==> config.mk <==
export PLATFORM = sky130hd
export DESIGN_NAME = uart_rx
export DESIGN_NICKNAME = d
export VERILOG_FILES = /design/src/rtl/uart_pkg.sv /design/src/rtl/ram_for_uart_rx.sv /design/src/rtl/uart_rx.sv
export SDC_FILE = /design/constraint.sdc
export NUM_CORES = 2
export LEC_CHECK = 0
export ABC_AREA = 1
export CORE_MARGIN = 2
export CORE_UTILIZATION = 45
export DETAILED_ROUTE_END_ITERATION = 7
export PLACE_DENSITY_LB_ADDON = 0.05
export SLEW_MARGIN = 5
export SYNTH_ARGS = -nofsm -noshare
export SYNTH_HDL_FRONTEND = slang
export SYNTH_SLANG_ARGS = --single-unit
==> constraint.sdc <==
create_clock -name clk -period 6.85 [get_ports clk]
set_input_delay 0.685 -clock clk [delete_from_list [all_inputs] [get_ports clk]]
set_output_delay 0.685 -clock clk [all_outputs]
set_load 0.01 [all_outputs]
==> src/rtl/uart_pkg.sv <==
// Shared types and constants for the UART receive path.
package uart_pkg;

  localparam int UART_DATA_BITS = 8;

  typedef enum logic [2:0] {IDLE, START, DATA, STOP, BREAK} uart_rx_state_t;

endpackage

==> src/rtl/ram_for_uart_rx.sv <==
// Simple dual-port RAM (one write port, one read port) with a registered read port.
module ram_for_uart_rx #(
  parameter int ADDR_LEN = 9,
  parameter int DATA_LEN = 8
) (
  input  logic                clk,
  input  logic                rst,
  input  logic                we,
  input  logic [ADDR_LEN-1:0] waddr,
  input  logic [DATA_LEN-1:0] wdata,
  input  logic                re,
  input  logic [ADDR_LEN-1:0] raddr,
  output logic [DATA_LEN-1:0] rdata
);

  logic [DATA_LEN-1:0] mem [2**ADDR_LEN];

  // NOTE: the storage array is deliberately not reset, so it can map onto block RAM;
  // the pointers in the parent decide which entries are meaningful.
  always_ff @(posedge clk) begin
    if (we) mem[waddr] <= wdata;
  end

  // The read register doubles as the consumer-facing data register, so it resets to 0.
  always_ff @(posedge clk or posedge rst) begin
    if (rst)     rdata <= '0;
    else if (re) rdata <= mem[raddr];
  end

endmodule

==> src/rtl/uart_rx.sv <==
// 8N1 UART receiver: synchronizer, mid-bit sampling FSM, RAM FIFO and a
// valid/ready output whose data register is the RAM read register.
module uart_rx
  import uart_pkg::*;
#(
  parameter int UART_CLK_DIV = 434,
  parameter int FIFO_ASIZE   = 9
) (
  input  logic                      clk,
  input  logic                      rst,
  input  logic                      i_uart_rx,
  output logic                      rvalid,
  input  logic                      rready,
  output logic [UART_DATA_BITS-1:0] rdata,
  output logic                      frame_err,
  output logic                      overflow
);

  localparam int CYC_W = $clog2(UART_CLK_DIV);
  localparam logic [CYC_W-1:0] CYC_LAST = CYC_W'(UART_CLK_DIV - 1);
  localparam logic [CYC_W-1:0] CYC_HALF = CYC_W'(UART_CLK_DIV / 2 - 1);
  localparam logic [2:0]       BIT_LAST = 3'(UART_DATA_BITS - 1);

  logic rx_m, rx_s;

  uart_rx_state_t            state_q, state_d;
  logic [CYC_W-1:0]          cyc_q, cyc_d;
  logic [2:0]                bitcnt_q, bitcnt_d;
  logic [UART_DATA_BITS-1:0] shreg_q, shreg_d;
  logic                      push_q, push_d, ferr_d, ovf_d;

  logic [FIFO_ASIZE-1:0] wp, rp, wp_inc;
  logic                  empty, full, rd_en, rd_inflight;

  // NOTE: every sequential process in this design uses non-blocking assignments only,
  // so all flops update together from the values present before the edge.
  always_ff @(posedge clk or posedge rst) begin
    if (rst) begin
      rx_m <= 1'b1;
      rx_s <= 1'b1;
    end else begin
      rx_m <= i_uart_rx;
      rx_s <= rx_m;
    end
  end

  // NOTE: every output of this block gets a default before the case, so no latch can form.
  always_comb begin
    state_d  = state_q;
    cyc_d    = cyc_q + 1'b1;
    bitcnt_d = bitcnt_q;
    shreg_d  = shreg_q;
    push_d   = 1'b0;
    ferr_d   = 1'b0;
    ovf_d    = 1'b0;
    unique case (state_q)
      IDLE: begin
        cyc_d = '0;
        if (!rx_s) state_d = START;
      end
      START: if (cyc_q == CYC_HALF) begin
        cyc_d    = '0;
        bitcnt_d = '0;
        state_d  = rx_s ? IDLE : DATA;
      end
      DATA: if (cyc_q == CYC_LAST) begin
        cyc_d    = '0;
        shreg_d  = {rx_s, shreg_q[UART_DATA_BITS-1:1]};
        bitcnt_d = bitcnt_q + 1'b1;
        if (bitcnt_q == BIT_LAST) state_d = STOP;
      end
      STOP: if (cyc_q == CYC_LAST) begin
        cyc_d = '0;
        if (rx_s) begin
          // Leave at the stop-bit midpoint so a back-to-back start edge is not missed.
          state_d = IDLE;
          push_d  = !full;
          ovf_d   = full;
        end else begin
          state_d = BREAK;
          ferr_d  = 1'b1;
        end
      end
      BREAK: begin
        cyc_d = '0;
        if (rx_s) state_d = IDLE;
      end
      default: state_d = IDLE;
    endcase
  end

  always_ff @(posedge clk or posedge rst) begin
    if (rst) begin
      state_q   <= IDLE;
      cyc_q     <= '0;
      bitcnt_q  <= '0;
      shreg_q   <= '0;
      push_q    <= 1'b0;
      frame_err <= 1'b0;
      overflow  <= 1'b0;
    end else begin
      state_q   <= state_d;
      cyc_q     <= cyc_d;
      bitcnt_q  <= bitcnt_d;
      shreg_q   <= shreg_d;
      push_q    <= push_d;
      frame_err <= ferr_d;
      overflow  <= ovf_d;
    end
  end

  assign wp_inc = wp + 1'b1;
  assign empty  = (wp == rp);
  assign full   = (wp_inc == rp);

  // One read per two cycles at most: the cycle after a read is blocked while it lands.
  assign rd_en = !empty && (!rvalid || rready) && !rd_inflight;

  always_ff @(posedge clk or posedge rst) begin
    if (rst) begin
      wp          <= '0;
      rp          <= '0;
      rvalid      <= 1'b0;
      rd_inflight <= 1'b0;
    end else begin
      if (push_q) wp <= wp_inc;
      if (rd_en)  rp <= rp + 1'b1;
      rd_inflight <= rd_en;
      if (rd_en)       rvalid <= 1'b1;
      else if (rready) rvalid <= 1'b0;
    end
  end

  // shreg_q is stable in the push cycle: the next frame cannot reach DATA that soon.
  ram_for_uart_rx #(
    .ADDR_LEN(FIFO_ASIZE),
    .DATA_LEN(UART_DATA_BITS)
  ) u_ram (
    .clk  (clk),
    .rst  (rst),
    .we   (push_q),
    .waddr(wp),
    .wdata(shreg_q),
    .re   (rd_en),
    .raddr(rp),
    .rdata(rdata)
  );

endmodule

==> run summary <==
The run finished with clean final reports. The final routed wire length divided by cell count came out at 26.1 µm. Summing every instance area after synthesis gives 0.169 mm². The top-area cell type share of the netlist area works out to 0.729. The class of the tightest hold or removal check was in2reg. The final number of max-transition violations was 0; the worst reg-to-reg setup slack was 2.07 ns. The growth of design area from synthesis to finish came out at 10.6%. The endpoint identified for the worst register-to-register timing path is u_ram.rdata[2]. In this run the cell area measured after placement is 0.173 mm². Setup repair after global routing left no endpoint under its margin.

The run gives 0.453 as the effective utilization at floorplan. The logs give 729000 µm for the wire length of the first global-routing pass and 0.0365 ns for the worst setup skew after layout. The run gives 209 MHz as the achievable clock frequency. After filler insertion, the fill cell instance count of the layout stands at 32541.

In the layout the commonest cells are 4223 x nand2_1, 4096 x edfxtp_1, 4089 x nand3_1. At the worst endpoint, the required time is 7.75 ns. The final setup violation count is 0.

The number of vias per cell after detailed routing works out to 5.68. The flip-flop and latch count after synthesis was 4152. The fraction of the cycle the final worst path needs came out at 0.698. The most frequent standard cell in the layout excluding fill and tap cells is nand2_1. The layer flagged by global routing as most heavily used is met2. The mean area per synthesized cell is 11.9 µm², and the initial antenna violation count is 34. The routed layout has 109004 vias. The logs give 35 for the count of unique library cells instantiated by Yosys and 0.112 for the worst slew margin relative to its limit.

The detail route stage leaves a number of antenna-violating nets equal to 0. TritonCTS built the clock tree. The tools report the met1 track demand over resource as 0.372. Buffers added to address setup during post-CTS repair amount to 0. Row generation in the floorplan step produced 224 rows. In this run the standard cell core region covers 0.373 mm². The power density of the placed cells works out to 417 mW/mm². The tools report the total of cells resized after clock tree synthesis as 0.

STA classifies the critical path startpoint as a flop. Sorting the synthesized cells by area gives the leading types as edfxtp_1 73%, nand3_1 12%, nand2_1 9.4%. Global routing finished with a remaining overflow of 0.

For the global-route usage over all layers, the log shows 0.259. Entering global routing, the biggest net connects 205 pins. The run gives 0.0340 as the global routing met3 resource utilization. STA puts the critical path data arrival time at 5.68 ns.

The worst hold path terminates at rx_m. For the overall routed net length, the log shows 501000 µm. The number of buffers created by CTS is 444.

The highest fanout seen on the critical path works out to 204. For the post-route worst hold slack, the log shows 0.118 ns. STA classifies the critical path endpoint as a flop.

The Yosys step of the flow raised 0 warnings. Clock-pin slew was measured on the worst setup and hold paths at 0.06 ns. The run gives 13838 as the layout net count.

In this run the clock root is driven by a clkbuf_16. Synthesis produced 14176 cells. Final hold violation count: 0. The fraction of final layout cells with drive strength greater than 1 was 0.0595. The count of buffers added on input and output ports is 14. For this block, the initial DRC count from the detailed router was 12245.

Of all cell types, the one taking the most synthesized area is edfxtp_1. The tools report the synthesized net count as 14190. The count of hold buffers inserted by post-cts repair came out at 0. The run gives 0.846 as the weighted congestion reported at the end of routability-driven placement. Counting along the longest clock path gives a buffer depth of 4. From bottom edge to top edge, the die measures 617 µm. The die covers 0.380 mm². The first TritonRoute pass finished after 6 iterations. The clock drives 4152 sinks. Summed over all nets, the half-perimeter wirelength after detailed placement is 274000 µm. Width of the die: 617 µm.

The analysis attributes to cell leakage a power of 62.1 nW. The startpoint identified for the worst register-to-register timing path is rp[0]. The logs give 104911 for the via count of the first global-routing pass and 0 for the number of max-cap violations.

The global routing usage on met2 is 0.410. Share of the yosys chip area belonging to registers: 0.737. For the worst-skew pair, the clock arrives at the later sink with an insertion delay of 0.97 ns.

Path type of the worst setup path: reg2reg. The worst-case IR drop observed on VDD is 0.509 mV. Subtracting the final worst setup slack from the clock period gives 4.78 ns. The worst hold path begins at i_uart_rx. The summed area of non-filler cells in the final layout was 0.187 mm²; the remaining routing DRC violations was 0.

The worst reg-to-reg path cell count is 14, and the number of H-tree levels is 5. The number of cells on the worst hold path works out to 1. The number of ports placed on the die boundary came out at 15. For the pin with the worst max-slew slack, the measured transition is 1.33 ns.
-- sequential cells by signal, summed over array words and instances, names as in the netlist --
register and cells:
bitcnt_q 3, cyc_q 9, frame_err 1, overflow 1, push_q 1, rd_inflight 1, rp 9, rvalid 1
rx_m 1, rx_s 1, shreg_q 8, state_q 3, u_ram.mem 4096, u_ram.rdata 8, wp 9
-- per-stage QoR --
stage | power [mW] | cells | util | TNS [ns] | setup slack (ns)
floorplan | 45.9 | 14176 | - | -633.60 | -0.619
global placement | 54.6 | 18350 | 0.463 | 0 | 2.21
detailed placement | 54.7 | 18350 | 0.463 | 0 | 2.30
CTS | 78.1 | 19176 | 0.501 | 0 | 2.28
global route | 81.8 | 19178 | 0.501 | 0 | 1.94
finish | 77.8 | 19184 | 0.501 | 0 | 2.07
-- routing by layer --
layer / up-vias / share of wire
li1: 49759 / -
met1: 54476 / 0.43
met2: 4000 / 0.46
met3: 763 / 0.069
met4: 6 / 0.034
met5: - / 0.000068
-- cell usage after synthesis --
cell type / number
a211oi_1: 2
a21oi_1: 12
a22o_1: 2
and2_1: 1
buf_1: 124
buf_2: 485
buf_4: 84
buf_6: 52
buf_8: 2
clkbuf_1: 245
clkbuf_2: 1
clkinv_1: 7
dfrtp_1: 54
dfstp_2: 2
edfxtp_1: 4096
ha_1: 10
inv_1: 51
inv_2: 2
inv_4: 1
nand2_1: 4238
nand3_1: 4089
nand3b_1: 2
nand4_1: 5
nor2_1: 540
nor2_4: 1
nor3_1: 18
nor3_2: 1
nor4_1: 3
o211a_1: 1
o21a_1: 1
o21ai_0: 18
o22ai_1: 1
or2_2: 1
xnor2_1: 4
xor2_1: 20
-- logic make-up (layout without fill, tap and decap cells) --
logic type	after synthesis	after routing	synth area share
other cells	0	8	0
fa+ha+maj	10	10	0.000741
compound gates	37	37	0.00122
simple gates	8899	8899	0.229
xor+xnor	24	24	0.00125
flops	4152	4152	0.737
buf+inv	1054	1082	0.0314
-- worst max-delay path by stage --
| stage | start | to | cells after the start |
|---|---|---|---|
| 2_1_floorplan | shreg_q[0] | u_ram.mem[0][0] | 0 |
| 3_3_place_gp | rp[0] | u_ram.rdata[1] | 14 |
| 3_5_place_dp | rp[0] | u_ram.rdata[1] | 14 |
| 4_1_cts | rp[0] | u_ram.rdata[1] | 14 |
| 5_1_grt | rp[0] | u_ram.rdata[0] | 15 |
| 6_report | rp[0] | u_ram.rdata[2] | 14 |
-- critical path, stage by stage (launching register included) --
cell and delay, ns:
dfrtp_4 0.73, inv_16 0.54, buf_4 0.78, nand2_1 0.10, nand3_1 0.11, nand3_1 0.10
nand3_1 0.13, nand3_1 0.22, nand3_1 0.32, nand3_1 0.51, nand3_1 0.21, nand3_1 0.12
nand2_1 0.10, nand2_1 0.05, nand2_1 0.07
-- layout make-up --
class | instances | area [µm²] | share of cell area
sequential | 4152 | 124000 | 0.666
multi-input combinational | 8970 | 39300 | 0.210
clock buffer | 565 | 11800 | 0.0632
tap | 4972 | 6220 | 0.0333
clock inverter | 261 | 2390 | 0.0128
timing repair buffer | 195 | 2300 | 0.0123
inverter | 61 | 278 | 0.00149
antenna | 8 | 20.0 | 0.000107
-- where the power goes --
group | internal (mW) | total, mW | switching, mW
clock | 13.6 | 23.6 | 9.93
sequential | 27.5 | 27.9 | 0.322
combinational | 7.09 | 26.4 | 19.3
total | 48.3 | 77.8 | 29.5
No activity file was read; power rests on OpenSTA's default activity.
